File: src/rtl/bus_responder_pkg.sv
// Shared definitions for the CPU bus responder: region indices, FSM encoding
// and the pattern returned on failed accesses.
package bus_responder_pkg;

    localparam int REG_RAM      = 0;
    localparam int REG_VDP      = 1;
    localparam int REG_STATUS   = 2;
    localparam int REG_DSP      = 3;
    localparam int REG_PAD      = 4;
    localparam int REG_COP      = 5;
    localparam int REG_BOOT     = 6;
    localparam int REG_FCTRL    = 7;
    localparam int REG_AUDIO    = 8;
    localparam int REG_FLASH    = 9;
    localparam int REG_UNMAPPED = 10;
    localparam int NUM_REGIONS  = 10;

    localparam logic [31:0] ERROR_RDATA_DEFAULT = 32'hDEAD_BEEF;

    typedef enum logic [1:0] {
        ST_IDLE = 2'd0,
        ST_WAIT = 2'd1,
        ST_RESP = 2'd2
    } state_t;

    // Keeps only the lowest set bit; an all-zero result means UNMAPPED.
    function automatic logic [NUM_REGIONS-1:0] lowest_onehot(input logic [NUM_REGIONS-1:0] en);
        return en & (~en + NUM_REGIONS'(1));
    endfunction

endpackage

File: src/rtl/bus_rdata_mux.sv
// Combinational read-data selector: one-hot region select to a 32-bit word.
// cop_ram is write-only and contributes zero.
module bus_rdata_mux
    import bus_responder_pkg::*;
(
    input  logic [NUM_REGIONS-1:0] sel,
    input  logic [31:0]            cpu_ram_rdata,
    input  logic [15:0]            vdp_rdata,
    input  logic [31:0]            status_rdata,
    input  logic [31:0]            dsp_rdata,
    input  logic [31:0]            pad_rdata,
    input  logic [31:0]            bootloader_rdata,
    input  logic [31:0]            flash_ctrl_rdata,
    input  logic [31:0]            audio_ctrl_rdata,
    input  logic [31:0]            flash_read_data,
    output logic [31:0]            rdata
);

    logic [31:0] w_src    [NUM_REGIONS];
    logic [31:0] w_masked [NUM_REGIONS];

    assign w_src[REG_RAM]    = cpu_ram_rdata;
    assign w_src[REG_VDP]    = {16'h0000, vdp_rdata};
    assign w_src[REG_STATUS] = status_rdata;
    assign w_src[REG_DSP]    = dsp_rdata;
    assign w_src[REG_PAD]    = pad_rdata;
    assign w_src[REG_COP]    = 32'h0000_0000;
    assign w_src[REG_BOOT]   = bootloader_rdata;
    assign w_src[REG_FCTRL]  = flash_ctrl_rdata;
    assign w_src[REG_AUDIO]  = audio_ctrl_rdata;
    assign w_src[REG_FLASH]  = flash_read_data;

    genvar gi;
    generate
        for (gi = 0; gi < NUM_REGIONS; gi++) begin : g_mask
            assign w_masked[gi] = {32{sel[gi]}} & w_src[gi];
        end
    endgenerate

    always_comb begin
        rdata = 32'h0000_0000;
        for (int i = 0; i < NUM_REGIONS; i++) begin
            rdata = rdata | w_masked[i];
        end
    end

endmodule

File: src/rtl/cpu_bus_responder.sv
// Paces each CPU access by region (fixed wait states or flash handshake with timeout)
// and returns a one-cycle ready with read data; failed accesses raise a sticky bus_error.
module cpu_bus_responder
    import bus_responder_pkg::*;
#(
    parameter int unsigned RAM_WAIT      = 0,
    parameter int unsigned VDP_WAIT      = 1,
    parameter int unsigned PERIPH_WAIT   = 0,
    parameter int unsigned FLASH_TIMEOUT = 255,
    parameter logic [31:0] ERROR_RDATA   = ERROR_RDATA_DEFAULT
) (
    input  logic        clk,
    input  logic        reset_n,
    input  logic        cpu_mem_valid,
    input  logic [3:0]  cpu_wstrb,
    input  logic        cpu_ram_en,
    input  logic        vdp_en,
    input  logic        status_en,
    input  logic        dsp_en,
    input  logic        pad_en,
    input  logic        cop_ram_en,
    input  logic        bootloader_en,
    input  logic        flash_ctrl_en,
    input  logic        audio_ctrl_en,
    input  logic        flash_read_en,
    input  logic [31:0] cpu_ram_rdata,
    input  logic [15:0] vdp_rdata,
    input  logic [31:0] status_rdata,
    input  logic [31:0] dsp_rdata,
    input  logic [31:0] pad_rdata,
    input  logic [31:0] bootloader_rdata,
    input  logic [31:0] flash_ctrl_rdata,
    input  logic [31:0] audio_ctrl_rdata,
    input  logic [31:0] flash_read_data,
    input  logic        flash_read_ready,
    input  logic        bus_error_clear,
    output logic        cpu_mem_ready,
    output logic [31:0] cpu_rdata,
    output logic        bus_error
);

    state_t                 r_state;
    logic [NUM_REGIONS-1:0] r_sel;
    logic                   r_is_write;
    logic [7:0]             r_cnt;
    logic                   r_ready;
    logic [31:0]            r_rdata;
    logic                   r_bus_error;

    logic [NUM_REGIONS-1:0] w_en;
    logic [NUM_REGIONS-1:0] w_sel_new;
    logic                   w_is_write;
    logic [7:0]             w_load_cnt;
    logic [31:0]            w_mux_rdata;

    always_comb begin
        w_en = {flash_read_en, audio_ctrl_en, flash_ctrl_en, bootloader_en, cop_ram_en,
                pad_en, dsp_en, status_en, vdp_en, cpu_ram_en};
        w_is_write = |cpu_wstrb;
        w_sel_new  = lowest_onehot(w_en);
        // The flash window is read-only; a write there behaves like a hole in the map.
        if (w_sel_new[REG_FLASH] && w_is_write) begin
            w_sel_new = '0;
        end
        w_load_cnt = 8'd0;
        if (w_sel_new[REG_RAM] || w_sel_new[REG_BOOT]) begin
            w_load_cnt = 8'(RAM_WAIT);
        end else if (w_sel_new[REG_VDP]) begin
            w_load_cnt = 8'(VDP_WAIT);
        end else if (w_sel_new[REG_FLASH]) begin
            w_load_cnt = 8'(FLASH_TIMEOUT);
        end else if (|w_sel_new) begin
            w_load_cnt = 8'(PERIPH_WAIT);
        end
    end

    bus_rdata_mux u_rdata_mux (
        .sel              (r_sel),
        .cpu_ram_rdata    (cpu_ram_rdata),
        .vdp_rdata        (vdp_rdata),
        .status_rdata     (status_rdata),
        .dsp_rdata        (dsp_rdata),
        .pad_rdata        (pad_rdata),
        .bootloader_rdata (bootloader_rdata),
        .flash_ctrl_rdata (flash_ctrl_rdata),
        .audio_ctrl_rdata (audio_ctrl_rdata),
        .flash_read_data  (flash_read_data),
        .rdata            (w_mux_rdata)
    );

    always_ff @(posedge clk) begin
        if (!reset_n) begin
            r_state     <= ST_IDLE;
            r_sel       <= '0;
            r_is_write  <= 1'b0;
            r_cnt       <= 8'd0;
            r_ready     <= 1'b0;
            r_rdata     <= 32'h0000_0000;
            r_bus_error <= 1'b0;
        end else begin
            r_ready <= 1'b0;
            // Any set of bus_error below overrides this clear in the same cycle.
            if (bus_error_clear) begin
                r_bus_error <= 1'b0;
            end
            case (r_state)
                ST_IDLE: begin
                    if (cpu_mem_valid) begin
                        r_sel      <= w_sel_new;
                        r_is_write <= w_is_write;
                        r_cnt      <= w_load_cnt;
                        r_state    <= ST_WAIT;
                    end
                end
                ST_WAIT: begin
                    if (r_sel == '0) begin
                        r_rdata     <= r_is_write ? 32'h0000_0000 : ERROR_RDATA;
                        r_bus_error <= 1'b1;
                        r_ready     <= 1'b1;
                        r_state     <= ST_RESP;
                    end else if (r_sel[REG_FLASH]) begin
                        if (flash_read_ready) begin
                            r_rdata <= flash_read_data;
                            r_ready <= 1'b1;
                            r_state <= ST_RESP;
                        end else if (r_cnt == 8'd0) begin
                            r_rdata     <= ERROR_RDATA;
                            r_bus_error <= 1'b1;
                            r_ready     <= 1'b1;
                            r_state     <= ST_RESP;
                        end else begin
                            r_cnt <= r_cnt - 8'd1;
                        end
                    end else if (r_cnt != 8'd0) begin
                        r_cnt <= r_cnt - 8'd1;
                    end else begin
                        r_rdata <= r_is_write ? 32'h0000_0000 : w_mux_rdata;
                        r_ready <= 1'b1;
                        r_state <= ST_RESP;
                    end
                end
                ST_RESP: begin
                    r_state <= ST_IDLE;
                end
                default: begin
                    r_state <= ST_IDLE;
                end
            endcase
        end
    end

    assign cpu_mem_ready = r_ready;
    assign cpu_rdata     = r_rdata;
    assign bus_error     = r_bus_error;

endmodule

File: config.mk
export PLATFORM = sky130hd
export DESIGN_NAME = cpu_bus_responder
export DESIGN_NICKNAME = d
export VERILOG_FILES = /design/src/rtl/bus_responder_pkg.sv /design/src/rtl/bus_rdata_mux.sv /design/src/rtl/cpu_bus_responder.sv
export SDC_FILE = /design/constraint.sdc
export NUM_CORES = 1
export LEC_CHECK = 0
export BUFFER_PORTS_ARGS = -buffer_cell sky130_fd_sc_hd__buf_2
export CORE_AREA = 2 2 126 128
export DETAILED_ROUTE_END_ITERATION = 16
export DIE_AREA = 0 0 128 130
export GPL_ROUTABILITY_DRIVEN = 0
export SYNTH_ARGS = -nofsm -noshare
export SYNTH_HDL_FRONTEND = slang
export SYNTH_HIERARCHICAL = 1
export SYNTH_SLANG_ARGS = --single-unit
File: constraint.sdc
create_clock -name clk -period 3.5 [get_ports clk]
set_clock_uncertainty 0.2 [all_clocks]
set_input_delay 1.05 -clock clk [delete_from_list [all_inputs] [get_ports clk]]
set_output_delay 1.05 -clock clk [all_outputs]
set_load 0.02 [all_outputs]
==> impl_metrics.toml, run 1 <==
[drt]
dr.pass1.iters = 5
vias = 5860
drtAntennaViolNets = 0
drt_iter0_markers = 592
drt_wl_total_mm = 19.9
vias_per_cell = 5.69
drc_errors = 0
routedWlPerCell_um = 19.4

[placement]
place.port_buffers = 324
place_ws_ps = 547
hpwl_mm = 14.8

[global_routing]
gr-max-usage-layer = "met2"
use_met3_pct = 4.51
first_global_vias = 5404
grt_antenna_before_repair = 0
grt_pass1_wl_mm = 28.9
track_usage_pct = 22.1
use_met2_pct = 36.9
grt_overflow_total = 0
grt_max_degree = 67
grtUsageMet1_pct = 29.0

[critical_path]
reg2reg_slack_ps = 700
end_kind = "flip-flop"
critPathKind = "flip-flop to flip-flop"
cp_max_fo = 20
arrival_ps = 2750
cp.required_ps = 3460
startpoint_type = "flip-flop"

[run]
maxCapViolCount = 0

[finish]
layout-drive-gt1-share_pct = 44.4
area_delta_synth_final_pct = 45.9
layout.nets = 1129
final_util_pct = 40.0
num-fill-cells = 1662
antennaDiodeCount = 0

[floorplan]
dieArea_um2 = 16600
rows = 46
die_x_um = 128
dieHeight_um = 130
io_pins = 325
coreArea_um2 = 15400
start_util_pct = 27.4

[synth]
synthFlopType = "dfxtp_1"
yosys-top-cells-area = "dfxtp_1 (26%), a22oi_1 (16%), a21oi_1 (6.1%)"
yosysTopAreaCell = "dfxtp_1"
yosys-top-cells-count = "a22oi_1 (88), dfxtp_1 (55), a21oi_1 (52), nand2_1 (50), clkbuf_1 (38)"
synthArstFlopShare_pct = 0
synth.top_cell.area_share_pct = 26.0
syn_area_per_cell_um2 = 7.80
synthesis.yosys.warnings = 6
synth-edff-count = 0
netlist_area_um2 = 4230
synth.most_common_cell = "a22oi_1"
synthesis.nets = 836
synth.yosys.seq_area_share_pct = 26.0
syn_inst = 543
synth_cell_types = 40
synth-seq-cells = 55

[worst_hold_path]
hold_path_class = "flip-flop to flip-flop"

[power_and_ir_drop]
total_leakage_power_nw = 2.74
power.density_nw_per_um2 = 297
max-vdd-ir-drop_v = 0.000205

[timing]
slew_violations = 0
fmax_mhz = 358
setup_viol = 0
slew_headroom_pct = 46.4
worstMarginPinSlew_ps = 802
setup_ws_ps = 705
period_share_pct = 79.9
rsz0062_at_grt = "false"
timing.final.hold_violations = 0
period_needed_ps = 2800
fin_tns_setup_ps = 0

[clock_network]
cts_hold_buf = 0
cts_setup_buffers = 0
cts_buffer_depth = 2
htree_levels = 2
numCtsBuffers = 5
insertion_delay_ps = 290
cts.sinks = 55
cts-root-buf = "clkbuf_16"
cts.reportedPaths.clkPinSlew_ps = 70
cts_tree = "done"
post_cts_resized = 0

[status]
outcome = "complete, no violations"
[registers in the layout, summed over array words and instances, names as in the netlist]
name,flops
r_sel,10
r_state,2
bus_error,1
cpu_rdata,32
r_is_write,1
r_cnt,8
cpu_mem_ready,1
[area by class of cell]
| class | count | area, µm² | area share (%) |
|---|---|---|---|
| multi-input combinational | 428 | 2870 | 46.5 |
| timing repair buffer | 342 | 1770 | 28.6 |
| sequential | 55 | 1100 | 17.9 |
| tap | 192 | 240 | 3.89 |
| clock buffer | 6 | 139 | 2.25 |
| clock inverter | 2 | 35.0 | 0.567 |
| inverter | 4 | 15.0 | 0.243 |
[worst paths after layout]
check / cells past startpoint / startpoint / end
setup / recovery: 7 / r_sel[1] / cpu_rdata[7]
hold / removal: 2 / cpu_rdata[22] / cpu_rdata[22]
setup reg to reg: 7 / r_sel[1] / cpu_rdata[7]
hold reg to reg: 2 / cpu_rdata[22] / cpu_rdata[22]
[critical path: stages (launching register included)]
cell     delay, ps
dfxtp_1        550
or4_1          610
nor4_4         290
buf_4          300
and2_1         230
buf_4          250
or3_1          140
a21oi_1         60
[stage by stage]
stage	std cells	hold WS, ps	power, mW	area, µm²
after detailed placement	1021	243	1.26	6000
after global placement	1021	236	1.26	6000
after CTS	1029	253	1.85	6180
final	1029	252	1.83	6180
after floorplan	543	232	0.976	4230
after global routing	1029	265	1.93	6180
[routing by layer]
| layer | vias up | routed length (µm) |
|---|---|---|
| li1 | 2762 | - |
| met1 | 2768 | 8540 |
| met2 | 292 | 9370 |
| met3 | 38 | 1560 |
| met4 | 0 | 453 |
| met5 | - | 0 |
[report_power, final]
group	leakage (nW)	switching, mW	internal, mW	total, mW
registers	0.448	0.0244	0.661	0.686
clock network	0.0868	0.229	0.356	0.585
logic	2.21	0.307	0.255	0.562
total	2.74	0.560	1.27	1.83
[cells by family after synthesis]
group,count (synthesis),share of synthesized area (%)
adder cells (fa/ha/maj),2,0.591
buffers and inverters,60,6.47
AND/OR/NAND/NOR,193,24.6
AO/OA/AOI/OAI,233,42.3
flip-flops,55,26.0
[layout by cell type (no fill, tap or decap), types with 2 or more instances in the layout]
master	Yosys	routed
dfxtp_2	0	2
a22oi_1	88	88
nor3_1	5	5
nand3_1	26	26
and2_1	3	3
or3_1	33	33
o21ai_0	10	10
a21o_1	6	6
nand2b_1	26	26
a221oi_1	27	27
or4_1	5	5
inv_1	3	3
ha_1	2	2
nand4_1	16	16
nor2_1	17	16
clkbuf_16	0	5
a22o_1	16	16
or3b_2	2	2
nor2b_1	2	2
a221oi_2	13	13
a222oi_1	16	16
buf_4	1	17
buf_2	12	324
a21oi_1	52	52
dfxtp_1	55	53
nand2_1	50	50
nor4_1	2	2
(Power assumes the default switching activity.)
==> inputs of run 2 (changes only) <==
- clock period: 3.5 -> 2.3 ns (I/O delays scaled with it)
==> run 2 against run 1 <==
  * Total power grew 58%
  * Maximum frequency grew 20%
  * Via count grew 2.7%
  * Critical path type unchanged
  * Setup slack lost 720 ps
  * Non-clock buffer count grew 37
  * The flow now finishes with violations (negative setup slack)
  * Die area is the same
  * Worst hold slack lost 5.3 ps
  * Sequential share of layout area shrank 1.1 points
  * Sequential cell count is the same
  * Clock power grew 52%
==> impl_metrics.toml, run 2 (synthesis gave the netlist of run 1 again) <==
[timing]
worstMarginPinSlew_ps = 552
hold_slack_ps = 247
setup_viol = 21
slew_violations = 0
slew_headroom_pct = 63.2
fmax_mhz = 431
period_needed_ps = 2320
rsz0062_at_grt = "true"
period_share_pct = 101
setup_ws_ps = -20.3
timing.final.hold_violations = 0

[finish]
layout_common_cells = "buf_2 (324), a22oi_1 (88), dfxtp_1 (50), nand2_1 (49), a21oi_1 (46)"
fin_cells = 1067
largest_reg_flops = 32
area_delta_synth_final_pct = 56.1
num-fill-cells = 1604
layout_commonest_cell = "buf_2"
design_area_um2 = 6610
layout.nets = 1166
layout-drive-gt1-share_pct = 49.0
final_util_pct = 42.9

[global_routing]
grt_overflow_total = 0
grt_pass1_wl_mm = 29.0
grt_antenna_before_repair = 0
track_usage_pct = 22.3
grt_max_degree = 40
first_global_vias = 5418

[power_and_ir_drop]
p_switching_mw = 0.883
seqPwrFrac_pct = 35.7
power.internal_mw = 2.02
max-vdd-ir-drop_v = 0.000279
p_sw_share_pct = 30.4
power.density_nw_per_um2 = 439
combPwrFrac_pct = 33.6
clkPwrFrac_pct = 30.7
total_leakage_power_nw = 2.96

[placement]
hpwl_mm = 15.5
dpl_cell_area_um2 = 6310
placedCellCount = 1054
place_ws_ps = -196
place.port_buffers = 324

[critical_path]
startpoint_type = "flip-flop"
critPathBufInv = 2
crit_path_cell_trace = "or4_4 -> nor4_4 -> buf_4 -> o21ai_4 -> buf_12 -> or3_1 -> a21oi_1"
critPathMaxStageDelay_ps = 540
end_kind = "flip-flop"
cp_max_fo = 35
cp.depth = 7
critPathSlowestCell = "or4_4"
r2r_cells = 7
critPathCapture = "cpu_rdata[10]"
path_delay_family = "simple AND/OR/NAND/NOR gates"
arrival_ps = 2350
critPathKind = "flip-flop to flip-flop"
cp-startpoint = "r_sel[4]"
worst_r2r_endpoint = "cpu_rdata[10]"
timing.rr.start = "r_sel[4]"
reg2reg_slack_ps = -20
cp.required_ps = 2330

[clock_network]
cts.reportedPaths.clkPinSlew_ps = 80
numCtsBuffers = 5
cts_buffer_depth = 2
cts-root-buf = "clkbuf_16"
insertion_delay_ps = 300
htree_levels = 2
cts_tree = "done"
cts.sinks = 55

[floorplan]
rows = 46
coreArea_um2 = 15400
io_pins = 325
die_x_um = 128
dieHeight_um = 130
dieArea_um2 = 16600
start_util_pct = 27.4

[drt]
dr.pass1.iters = 8
drt_wl_total_mm = 20.4
routedWlPerCell_um = 19.1
vias_per_cell = 5.64
vias = 6019
drt_iter0_markers = 570
drc_errors = 0
drtAntennaViolNets = 0

[worst_hold_path]
hold_path_class = "flip-flop to flip-flop"

[run]
maxCapViolCount = 0

[status]
outcome = "complete, but fails checks"
violations = "negative setup slack"
-- run 2: cell types whose count changed in the layout (fill, tap and decap cells not counted), sizes merged --
cell,delta
buf,+37
diode,+1
-- run 2: repair_timing --
item,in CTS,in global routing
buffers inserted,1,2
pin swaps,2,7
setup endpoints to repair,38,40
hold buffers,0,0
gates resized for setup,4,23
gates cloned,0,1
-- run 2: area by class of cell --
| cell class | instances | area (µm²) | area share [%] |
|---|---|---|---|
| Sequential cell | 55 | 1110 | 16.7 |
| Antenna cell | 1 | 2.50 | 0.0379 |
| Clock buffer | 6 | 139 | 2.10 |
| Inverter | 4 | 15.0 | 0.227 |
| Clock inverter | 2 | 35.0 | 0.530 |
| Timing Repair Buffer | 379 | 2130 | 32.2 |
| Multi-Input combinational cell | 428 | 2940 | 44.5 |
| Tap cell | 192 | 240 | 3.63 |
-- run 2: worst min-delay path by stage --
stage	start	end	slack, ps	depth (start not counted)
after floorplan	r_sel[5]	r_sel[5]	230	2
after global placement	cpu_rdata[21]	cpu_rdata[21]	240	2
after global routing	cpu_rdata[1]	cpu_rdata[1]	260	2
after detailed placement	cpu_rdata[1]	cpu_rdata[1]	240	2
after CTS	cpu_rdata[1]	cpu_rdata[1]	250	2
final	cpu_rdata[21]	cpu_rdata[21]	250	2
-- run 2: routing by layer --
metal  track usage (%)  wire (µm)  vias up
met2              37.5       9490      323
li1                  -          -     2839
met5                 0          0        -
met1              28.5       8630     2816
met4              5.69        353        0
met3              5.74       1880       41
-- run 2: stage by stage --
| stage | TNS [ps] | power, mW |
|---|---|---|
| global placement | -3000 | 1.97 |
| CTS | 0 | 2.89 |
| finish | -210 | 2.90 |
| floorplan | -26.7 | 1.49 |
| detailed placement | -3700 | 1.97 |
| global route | -2700 | 3.06 |
-- run 2: power by group through the flow --
stage               sequential [mW]  clock [mW]  combinational (mW)
finish                         1.04       0.892               0.976
global route                   1.04       0.957                1.06
CTS                            1.04       0.924               0.930
detailed placement             1.06           0               0.916
global placement               1.06           0               0.913
floorplan                      1.11           0               0.384
-- run 2: worst register-to-register path: cells and delay by family, from the launching register on --
family | cells | cell delay [ps]
simple gates | 3 | 1140
buf+inv | 2 | 380
flops | 1 | 320
compound gates | 2 | 220
==> inputs of run 3 (changes only) <==
- CORE_AREA: 2 2 126 128 -> 2 2 125 127
- DIE_AREA: 0 0 128 130 -> 0 0 127 129
- SYNTH_HIERARCHICAL: 1 -> default
==> run 3 against run 2 <==
  * The flow now finishes without violations
  * Worst hold slack better by 18 ps
  * Highest routed layer is now met5
  * Sequential power about the same
  * Die area decreased by 1.5%
  * Register-to-register slack better by 90 ps
  * Largest power group unchanged
  * Critical path depth fell by 2
  * Non-clock buffer count down 9
  * Clock-buffer cell count is 1 lower
  * Cell count down 5.8%
  * Final area fell by 11%
  * Combinational power down 18%
  * Setup slack improved by 91 ps
  * Total power decreased by 9.7%
==> impl_metrics.toml, run 3 <==
[global_routing]
track_usage_pct = 22.4
grt_max_degree = 34
gr-max-usage-layer = "met2"
use_met3_pct = 5.16
first_global_vias = 5079
grtUsageMet1_pct = 29.5
grt_antenna_before_repair = 4
grt_pass1_wl_mm = 28.6
use_met2_pct = 36.5
grt_overflow_total = 0

[power_and_ir_drop]
max-vdd-ir-drop_v = 0.000308
combPwrFrac_pct = 30.6
power.internal_mw = 1.80
total_leakage_power_nw = 2.74
clkPwrFrac_pct = 29.5
seqPwrFrac_pct = 40.0
p_sw_share_pct = 31.3
p_switching_mw = 0.822
power.density_nw_per_um2 = 443
total_power_mw = 2.62

[critical_path]
startpoint_type = "flip-flop"
critPathBufInv = 0
critPathSlowestCell = "or4_4"
cp.depth = 5
cp_max_fo = 12
critPathKind = "flip-flop to flip-flop"
arrival_ps = 2270
critPathMaxStageDelay_ps = 430
path_delay_family = "simple AND/OR/NAND/NOR gates"
crit_path_cell_trace = "or3_4 -> or4_4 -> a211o_4 -> a21o_4 -> o211ai_2"
r2r_cells = 5
cp.required_ps = 2340
end_kind = "flip-flop"

[finish]
layout_common_cells = "buf_2 (324), a22oi_1 (64), dfxtp_1 (55), a21oi_1 (49), buf_4 (45)"
largest_reg_flops = 32
layout-drive-gt1-share_pct = 48.6
area_delta_synth_final_pct = 59.9
layout_commonest_cell = "buf_2"
layout.nets = 1106

[timing]
period_share_pct = 96.9
rsz0062_at_grt = "false"
setup_viol = 0
worstMarginPinSlew_ps = 702
timing.final.hold_violations = 0
slew_headroom_pct = 53.0
setup_ws_ps = 71.0
fmax_mhz = 449
slew_violations = 0
period_needed_ps = 2230

[worst_hold_path]
hold_path_depth = 2
hold_path_class = "flip-flop to flip-flop"

[drt]
drt_wl_total_mm = 19.8
drtAntennaViolNets = 0
vias_per_cell = 5.46
dr.pass1.iters = 7
drt_iter0_markers = 501
routedWlPerCell_um = 19.7
vias = 5485
drc_errors = 0

[synth]
syn_area_per_cell_um2 = 7.68
synth-edff-count = 0
synth-seq-cells = 55
synth_top_family_by_area = "compound AO/OA/AOI/OAI gates"
synthMuxAreaShare_pct = 0
synth_compound_area_share_pct = 46.1
synth.top_cell.area_share_pct = 29.8
yosys-top-cells-area = "dfxtp_1 (30%), a22oi_1 (13%), a21oi_1 (6.6%)"
synth-xor-area-share_pct = 0
synth.yosys.seq_area_share_pct = 29.8
yosys-top-cells-count = "a22oi_1 (64), dfxtp_1 (55), a21oi_1 (49), o21ai_0 (42), clkbuf_1 (41)"
synthesis.nets = 775
synthesis.yosys.warnings = 0
synth_cell_types = 47
yosys.area_share.simple_pct = 17.0
netlist_area_um2 = 3700
synthArstFlopShare_pct = 0
synth.most_common_cell = "a22oi_1"
yosysTopAreaCell = "dfxtp_1"
synthAdderAreaFrac_pct = 0.676
syn_inst = 482
synthFlopType = "dfxtp_1"

[clock_network]
cts.sinks = 55
cts-root-buf = "clkbuf_16"
cts_tree = "done"
numCtsBuffers = 5
cts_buffer_depth = 2
htree_levels = 2
cts_hold_buf = 0
cts.reportedPaths.clkPinSlew_ps = 70
insertion_delay_ps = 300

[floorplan]
dieArea_um2 = 16400
io_pins = 325
coreArea_um2 = 15000
dieHeight_um = 129
die_x_um = 127
start_util_pct = 24.7
rows = 45

[placement]
hpwl_mm = 15.6
place.port_buffers = 324
place_ws_ps = -187

[status]
outcome = "complete, no violations"

[run]
maxCapViolCount = 0
[run 3: worst min-delay path: stages, from the launching register on]
cell	delay, ps
dfxtp_1	330
nand2_1	50
o21ai_0	60
[run 3: routing by layer]
metal / part of all wire [%] / vias to the layer above
met5: 0.11 / -
met4: 2.3 / 4
met3: 8.7 / 39
met2: 47 / 322
met1: 42 / 2511
li1: - / 2609
[run 3: final timing paths]
kind	start	end	slack (ps)
max	r_cnt[2]	cpu_rdata[19]	70
min	cpu_rdata[20]	cpu_rdata[20]	260
max reg2reg	r_cnt[2]	cpu_rdata[19]	70
min reg2reg	cpu_rdata[20]	cpu_rdata[20]	260
[run 3: stage by stage]
| step | setup TNS [ps] | cell area [µm²] | hold WS, ps | instances | util [%] |
|---|---|---|---|---|---|
| after floorplan | -10.5 | 3700 | 254 | 482 | - |
| after global placement | -1200 | 5720 | 232 | 991 | 38.2 |
| after detailed placement | -1340 | 5720 | 252 | 991 | 38.2 |
| after CTS | 0 | 5870 | 270 | 999 | 39.2 |
| after global routing | 0 | 5910 | 292 | 1004 | 39.5 |
| final | 0 | 5920 | 264 | 1005 | 39.5 |
[run 3: cells by family after synthesis]
kind of cell             count (synthesis)
AO/OA/AOI/OAI                          245
AND/OR/NAND/NOR                        124
buffers and inverters                   56
flip-flops                              55
adder cells (fa/ha/maj)                  2
[run 3: area by class of cell]
type,count,area (µm²)
multi-input cells,373,2420
clock inverters,3,18.8
fillers,1607,9060
flip-flops and latches,55,1100
clock buffers,5,125
repair buffers,370,1980
diodes,3,7.51
well taps,188,235
inverters,8,30.0
[run 3: power groups by stage]
| stage | clock network [mW] | registers, mW | logic [mW] |
|---|---|---|---|
| 6_report | 0.773 | 1.05 | 0.801 |
| 5_1_grt | 0.848 | 1.06 | 0.870 |
| 3_5_place_dp | 0 | 1.07 | 0.790 |
| 2_1_floorplan | 0 | 1.12 | 0.282 |
| 3_3_place_gp | 0 | 1.07 | 0.787 |
| 4_1_cts | 0.808 | 1.05 | 0.793 |
[run 3: repair_timing]
action                                  CTS  global route
endpoints found under the setup margin    0            16
buffers inserted                          0             1
resized for setup                         0             3
